File: src/rtl/steer_quad_gen.sv
`default_nettype none
// ============================================================================
// Module      : steer_quad_gen
// Description : Digital/analog steering request to 2-bit quadrature {A,B}.
// Revision    : 1.0 - initial release
// ============================================================================
module steer_quad_gen #(
    parameter int CLKDIV_MAX = 22500,
    parameter int CLKDIV_MIN = 2000,
    parameter int DEADZONE   = 8
) (
    input  logic       CLK,
    input  logic       reset,
    input  logic       left,
    input  logic       right,
    input  logic       use_analog,
    input  logic [7:0] analog_x,
    output logic [1:0] steer,
    output logic       moving
);

    localparam int PER_W  = $clog2(CLKDIV_MAX + 1);
    localparam int PROD_W = PER_W + 7;

    localparam logic [PER_W-1:0] C_PER_MAX = PER_W'(CLKDIV_MAX);
    localparam logic [PER_W-1:0] C_PER_MIN = PER_W'(CLKDIV_MIN);
    localparam logic [PER_W-1:0] C_SPAN    = PER_W'(CLKDIV_MAX - CLKDIV_MIN);
    localparam logic [PER_W-1:0] C_ONE     = PER_W'(1);
    localparam logic [6:0]       C_DZ      = 7'(DEADZONE);

    typedef enum logic [1:0] {
        DIR_IDLE  = 2'd0,
        DIR_LEFT  = 2'd1,
        DIR_RIGHT = 2'd2
    } dir_t;

    typedef enum logic [1:0] {
        ST_IDLE  = 2'd0,
        ST_RUN_L = 2'd1,
        ST_RUN_R = 2'd2
    } state_t;

    dir_t               dir_d,    dir_q;
    logic [PER_W-1:0]   period_d, period_q;
    state_t             state_d,  state_q;
    logic [PER_W-1:0]   cnt_d,    cnt_q;
    logic [1:0]         steer_d,  steer_q;
    logic               moving_d, moving_q;

    logic [7:0]         w_abs;
    logic [6:0]         w_mag;
    logic [6:0]         w_excess;
    logic [PROD_W-1:0]  w_prod;
    logic [PER_W-1:0]   w_reduce;
    state_t             w_target;

    // Gray sequence 00->01->11->10 when fwd, reversed otherwise.
    function automatic logic [1:0] gray_step(input logic [1:0] p, input logic fwd);
        logic [1:0] n;
        case (p)
            2'b00:   n = fwd ? 2'b01 : 2'b10;
            2'b01:   n = fwd ? 2'b11 : 2'b00;
            2'b11:   n = fwd ? 2'b10 : 2'b01;
            default: n = fwd ? 2'b00 : 2'b11;
        endcase
        return n;
    endfunction

    // Stage 1: request decode and analog rate scaling.
    always_comb begin
        w_abs    = analog_x[7] ? (~analog_x + 8'd1) : analog_x;
        w_mag    = w_abs[7] ? 7'd127 : w_abs[6:0];
        w_excess = (w_mag > C_DZ) ? (w_mag - C_DZ) : 7'd0;
        w_prod   = PROD_W'(w_excess) * PROD_W'(C_SPAN);
        w_reduce = PER_W'(w_prod >> 7);

        dir_d    = DIR_IDLE;
        period_d = C_PER_MAX;
        if (left ^ right) begin
            dir_d = left ? DIR_LEFT : DIR_RIGHT;
        end else if (!left && !right && use_analog && (w_mag > C_DZ)) begin
            dir_d    = analog_x[7] ? DIR_LEFT : DIR_RIGHT;
            period_d = (w_reduce > C_SPAN) ? C_PER_MIN : (C_PER_MAX - w_reduce);
        end
    end

    // Stage 2: the engine state mirrors the request register, so a direction
    // change is detected on the same edge that dir registers.  This lands the
    // first step exactly one period after that edge.
    always_comb begin
        case (dir_d)
            DIR_LEFT:  w_target = ST_RUN_L;
            DIR_RIGHT: w_target = ST_RUN_R;
            default:   w_target = ST_IDLE;
        endcase

        state_d  = w_target;
        cnt_d    = cnt_q;
        steer_d  = steer_q;
        moving_d = (w_target != ST_IDLE);

        if (w_target == ST_IDLE) begin
            cnt_d = '0;
        end else if (w_target != state_q) begin
            cnt_d = '0;
        end else if (cnt_q >= (period_q - C_ONE)) begin
            cnt_d   = '0;
            steer_d = gray_step(steer_q, state_q == ST_RUN_R);
        end else begin
            cnt_d = cnt_q + C_ONE;
        end
    end

    always_ff @(posedge CLK or posedge reset) begin
        if (reset) begin
            dir_q    <= DIR_IDLE;
            period_q <= C_PER_MAX;
            state_q  <= ST_IDLE;
            cnt_q    <= '0;
            steer_q  <= 2'b00;
            moving_q <= 1'b0;
        end else begin
            dir_q    <= dir_d;
            period_q <= period_d;
            state_q  <= state_d;
            cnt_q    <= cnt_d;
            steer_q  <= steer_d;
            moving_q <= moving_d;
        end
    end

    assign steer  = steer_q;
    assign moving = moving_q;

endmodule
`default_nettype wire

File: config.mk
export PLATFORM = sky130hd
export DESIGN_NAME = steer_quad_gen
export DESIGN_NICKNAME = d
export VERILOG_FILES = /design/src/rtl/steer_quad_gen.sv
export SDC_FILE = /design/constraint.sdc
export NUM_CORES = 1
export LEC_CHECK = 0
export CORE_AREA = 2 2 89 91
export CTS_BUF_LIST = sky130_fd_sc_hd__clkbuf_16
export CTS_CLUSTER_DIAMETER = 30
export DETAILED_ROUTE_END_ITERATION = 8
export DIE_AREA = 0 0 91 93
export GPL_TIMING_DRIVEN = 0
export PLACE_DENSITY_LB_ADDON = 0.25
export SYNTH_ARGS = -nofsm -noshare
export SYNTH_HDL_FRONTEND = slang
export SYNTH_SLANG_ARGS = --single-unit
File: constraint.sdc
create_clock -name CLK -period 3.15 [get_ports CLK]
set_clock_uncertainty 0.1 [all_clocks]
set_input_delay 0.4725 -clock CLK [delete_from_list [all_inputs] [get_ports CLK]]
set_output_delay 0.4725 -clock CLK [all_outputs]
set_load 0.05 [all_outputs]
# --- After elaboration in Yosys (flattened, before gate mapping) ---
# Index checks and enable logic that the tools add are counted.
classes:
  muxes: 19
  add_sub_neg: 5
  n_eq_ne: 6
  bitwise_logic: 4
  reduce_logical: 9
  n_lt_le_gt_ge: 3
  mul: 1
ops:
  columns: ["cell", "count"]
  rows:
  - ["$mux W15", 6]
  - ["$mul A7 B13 Y20 const B", 1]
  - ["$mux W2", 8]
  - ["$add A15 B1 Y15 const B", 1]
  - ["$ge A15 B15 Y1", 1]
  - ["$gt A15 B15 Y1 const B", 1]
  - ["$sub A15 B1 Y15 const B", 1]
  - ["$sub A15 B15 Y15 const A", 1]
  - ["$mux W7", 2]
  - ["$add A8 B1 Y8 const B", 1]
  - ["$mux W8", 1]
  - ["$not A8 Y8", 1]
  - ["$gt A7 B4 Y1 const B", 1]
  - ["$sub A7 B4 Y7 const B", 1]
  - ["$eq A2 B2 Y1 const B", 3]
  - ["$pmux W2 S3", 1]
  - ["$eq A2 B1 Y1 const B", 2]
  - ["$logic_not A2 Y1", 2]
  - ["$pmux W2 S2", 1]
  - ["$logic_and A1 B1 Y1", 3]
  - ["$reduce_and A3 Y1", 1]
  - ["$logic_not A1 Y1", 2]
  - ["$ne A2 B2 Y1", 1]
  - ["$not A1 Y1", 2]
  - ["2 further kinds", 2]
word_totals:
  out_inout_bits: 3
  inputBits: 13
  wordCells: 52
  ff_bits: 35

# --- Logic depth before layout (Yosys ltp) ---
# Gate-level depths: netlist of the first run.
depth:
  word_depth: 13
  mapped_depth: 21
  depth_no_buf: 21

# --- Worst setup path after synthesis of the first run ---
# No wires, ideal clock.
synth_path:
  path_type: "in2reg"
  from: "in analog_x[0]"
  to: "reg period_q[1]"
  required_time_ns: 2.931
  setup_ns: 0.119
  setup_slack_ns: -2.299
  stages: 21
  arrival_ns: 5.230
  path_buffers: 0
  cell_sequence: "inv_1 ha_1 or3b_4 a211oi_2 nand3_1 xor2_1 o22ai_1 a211oi_1 ha_1 ha_1 ha_1 ha_1 and4_1 o2111ai_4 a2111o_1 a211oi_1 nand2b_1 nand3_1 o221ai_2 nor2_2 and2_1"
synth_between:
  elab_chain_len: 11
  word_cells_on_any_way: 14
  classes_between: "add/sub: 3; mul: 1; order compare: 2; mux: 6; bitwise: 1; reduce/logical: 1"
synth_lines:
  columns: ["element", "line", "source"]
  rows:
  - ["start: declaration", "17", "input logic [7:0] analog_x,"]
  - ["$not A8 Y8", "71", "w_abs = analog_x[7] ? (~analog_x + 8'd1) : analog_x;"]
  - ["$add A8 B1 Y8", "71", null]
  - ["$mux W8 (*)", "71", null]
  - ["$mux W7 (*)", "72", "w_mag = w_abs[7] ? 7'd127 : w_abs[6:0];"]
  - ["$sub A7 B4 Y7 / $gt A7 B4 Y1 (equally long branches)", "73, 81", null]
  - ["$mux W7", "73", "w_excess = (w_mag > C_DZ) ? (w_mag - C_DZ) : 7'd0;"]
  - ["$mul A7 B13 Y20", "74", "w_prod = PROD_W'(w_excess) * PROD_W'(C_SPAN);"]
  - ["$sub A15 B15 Y15 / $gt A15 B15 Y1 (equally long branches)", "83", "period_d = (w_reduce > C_SPAN) ? C_PER_MIN : (C_PER_MAX - w_reduce);"]
  - ["$mux W15", "83", null]
  - ["$mux W15 (*)", "81", "end else if (!left && !right && use_analog && (w_mag > C_DZ)) begin"]
  - ["$mux W15 (*)", "79", "if (left ^ right) begin"]
  - ["named net period_d[1]", "44", "logic [PER_W-1:0] period_d, period_q;"]
  - ["end signal: assignment", "124", "period_q <= period_d;"]
  - ["end: declaration", "44", null]
# The timed path passes the listed nets; every way through them passes the cells marked *.
# A chain may end at the register's enable or synchronous reset.

# --- Worst setup path in the final report of the first run ---
layout_path:
  from: "in analog_x[1]"
  to: "reg period_q[1]"
# Same word-level chain as after synthesis.

==> impl_metrics.json, run 1 <==
{
  "finalInstanceArea_sq_mm": 0.00485,
  "crit_fanout": 6,
  "grt_first_pass_wirelength_um": 13300,
  "avgRoutedWirePerCell_um": 14.7,
  "pwr-share-seq_pct": 19.6,
  "avgViaCountPerCell": 5.33,
  "synth_top_area_cell": "dfrtp_1",
  "tightest_slew_ns": 0.699,
  "coreArea_sq_mm": 0.00753,
  "r2r-end": "cnt_q[13]$_DFF_PP0_",
  "num-nets-final": 492,
  "outcome": "finished, violations left",
  "synth.avg_cell_area_sq_um": 8.76,
  "slew_violations": 0,
  "h-tree-depth": 2,
  "drive_above_1_share_pct": 41.5,
  "min_from": "cnt_q[0]$_DFF_PP0_",
  "worst_ep_required_time_ns": 3.22,
  "first_global_vias": 2944,
  "place_area_sq_mm": 0.00371,
  "r2r_slack_ns": -0.04,
  "p_sw_mw": 0.956,
  "numCtsBuffers": 5,
  "area_growth_pct": 48.8,
  "ys_ff_latch": 35,
  "cp-end-kind": "flip-flop",
  "synth_edf_count": 0,
  "hpwl_um": 5070,
  "setup_ws_ns": -1.89,
  "grt_max_degree": 36,
  "clock-root-buffer": "clkbuf_16",
  "yosys_warnings": 0,
  "drcViolationCount": 0,
  "worstHoldEndpoint": "cnt_q[0]$_DFF_PP0_",
  "track_usage_pct": 19.1,
  "netSwitchingFraction_pct": 37.4,
  "synth_cells": 372,
  "rsz0062_at_grt": "true",
  "hold_path_class": "flip-flop to flip-flop",
  "min_period_ns": 5.04,
  "ir_drop_mv": 0.382,
  "max_freq_ghz": 0.198,
  "fp.dieH_um": 93,
  "gp_congestion": 0.785,
  "synth_area_sq_mm": 0.00326,
  "hold_violations": 0,
  "combPwrFrac_pct": 55.7,
  "cts.sinks": 35,
  "start_util_pct": 43.3,
  "die-area_sq_mm": 0.00846,
  "pwr-share-clk_pct": 24.7,
  "reg2reg_from": "period_q[3]$_DFF_PP0_",
  "post-route-period-util_pct": 160,
  "synth_cell_type_count": 63,
  "io_pins": 16,
  "slew-limit-headroom_pct": 53.3,
  "leakage_nw": 2.05,
  "violations": "negative setup slack",
  "portBuffers": 14,
  "rows": 32,
  "via_count": 2892,
  "cp_data_arrival_time_ns": 5.11,
  "whs_path_depth": 1,
  "overflow": 0,
  "drv_cap": 0,
  "setup_viol": 32,
  "yosysSeqAreaShare_pct": 27.2,
  "clkLatencyLatePin_ns": 0.28,
  "synth_area_leaders": "dfrtp_1, ha_1, dfstp_2",
  "final_util_pct": 64.4,
  "p_int_mw": 1.60,
  "post-place-ws_ns": -3.11,
  "power_density_mw_per_mm2": 527,
  "antenna_left": 0,
  "ys.flop_type": "dfrtp_1",
  "synth_top_area_share_pct": 20.0,
  "netlist_top_cells_count": "nor2_1, ha_1, dfrtp_1, nand2_1, xnor2_1",
  "cts_tree": "done",
  "synth.most_common_cell": "nor2_1",
  "r2r_cells": 13,
  "drtIter0Drc": 79,
  "n_antenna_cell": 0,
  "clk_pin_slew_ns": 0.05,
  "routed_wl_um": 7970,
  "start_kind": "primary input",
  "async_reset_ff_share_pct": 100,
  "cts_max_path_buffers": 2,
  "firstDrtPassIters": 4,
  "syn_nets": 424,
  "criticalPathCategory": "primary input to flip-flop",
  "total_power_mw": 2.55,
  "dieWidth_um": 91,
  "antenna_found_initial": 0,
  "nFillCells": 602
}
-- per-stage QoR --
step,hold WS (ns),setup TNS (ns),std cells
final,0.446,-30.67,543
after global routing,0.463,-34.50,543
after detailed placement,0.402,-66.79,488
after floorplan,0.369,-31.03,372
after global placement,0.408,-65.74,488
after CTS,0.414,-32.78,543
-- worst max-delay path: stages --
cell       delay, ns
buf_12          0.11
inv_12          0.04
ha_4            0.13
or3b_4          0.39
a211oi_4        0.31
nand3_2         0.18
xor2_2          0.22
buf_4           0.14
a211oi_4        0.25
ha_4            0.25
ha_4            0.22
ha_4            0.16
ha_4            0.26
and4_4          0.23
o2111ai_4       0.12
a2111o_1        0.46
a211oi_4        0.33
nand2b_4        0.21
nand3_4         0.07
o221ai_4        0.31
nor2_4          0.09
and2_4          0.14
-- registers in the layout (all words and copies together), names as in the netlist --
signal,count
cnt_q,15
state_q,2
steer,2
period_q,15
moving,1
-- cells by family after synthesis --
logic type      after synthesis  synth area share, %
fa+ha+maj                    42                 15.9
mux                           3                0.998
xor+xnor                     50                 13.7
simple gates                154                 24.1
flops                        35                 27.2
buf+inv                      30                 3.80
compound gates               58                 14.3
-- layer usage --
layer  share of wire [%]  global-route usage [%]  vias up
met5                   0                       0        -
met4                 2.7                    5.81        0
met3                 2.1                    2.01       21
met2                  54                    36.5       50
met1                  42                    22.5     1371
li1                    -                       -     1450
-- final cells by class --
| type | count | area [sq um] | share of cell area, % |
|---|---|---|---|
| well taps | 102 | 128 | 2.63 |
| flip-flops and latches | 35 | 887 | 18.3 |
| repair buffers | 62 | 572 | 11.8 |
| plain buffers | 8 | 86.3 | 1.78 |
| inverters | 21 | 96.3 | 1.99 |
| clock inverters | 3 | 67.6 | 1.39 |
| multi-input cells | 307 | 2890 | 59.5 |
| clock buffers | 5 | 125 | 2.58 |
-- layout by cell type (no fill, tap or decap), drive strengths merged, types with 4 or more instances in the layout --
cell and count:
a21o 9, a21oi 10, and2 4, and3 5, buf 56, clkbuf 9
clkdlybuf4s50 7, dfrtp 26, dfstp 9, ha 39, inv 21, nand2 28
nand2b 6, nand3 18, nand4 4, nor2 45, nor2b 6, nor3 20
nor4 4, o21ai 10, or3 5, xnor2 26, xor2 24
-- worst max path at each step --
stage                        endpoint  slack (ns)   startpoint
6_report        period_q[1]$_DFF_PP0_       -1.89  analog_x[1]
5_1_grt         period_q[9]$_DFF_PP1_       -2.06  analog_x[1]
4_1_cts        period_q[11]$_DFF_PP0_       -1.89  analog_x[1]
3_5_place_dp    period_q[1]$_DFF_PP0_       -3.11  analog_x[1]
3_3_place_gp   period_q[12]$_DFF_PP1_       -3.07  analog_x[1]
2_1_floorplan   period_q[1]$_DFF_PP0_       -1.97  analog_x[1]
-- power by group through the flow --
stage	sequential, mW	clock (mW)	combinational [mW]
after floorplan	0.509	0	0.802
after global routing	0.503	0.661	1.55
after global placement	0.504	0	0.986
final	0.500	0.630	1.42
after detailed placement	0.505	0	0.995
after CTS	0.499	0.636	1.35
-- timing repair --
item	CTS	global route
gates cloned	1	0
hold buffers	0	0
gates resized for setup	121	38
hold endpoints to repair	0	0
setup buffers	46	5
setup endpoints to repair	35	32
pin swaps	42	23
Note: power is estimated with default switching activity, not from simulation.
==> run 2, diff against run 1 <==
- CTS_CLUSTER_DIAMETER: 30 -> 80
==> results of run 2 <==
The final DEF is identical to that of run 1; final timing and power are the same.
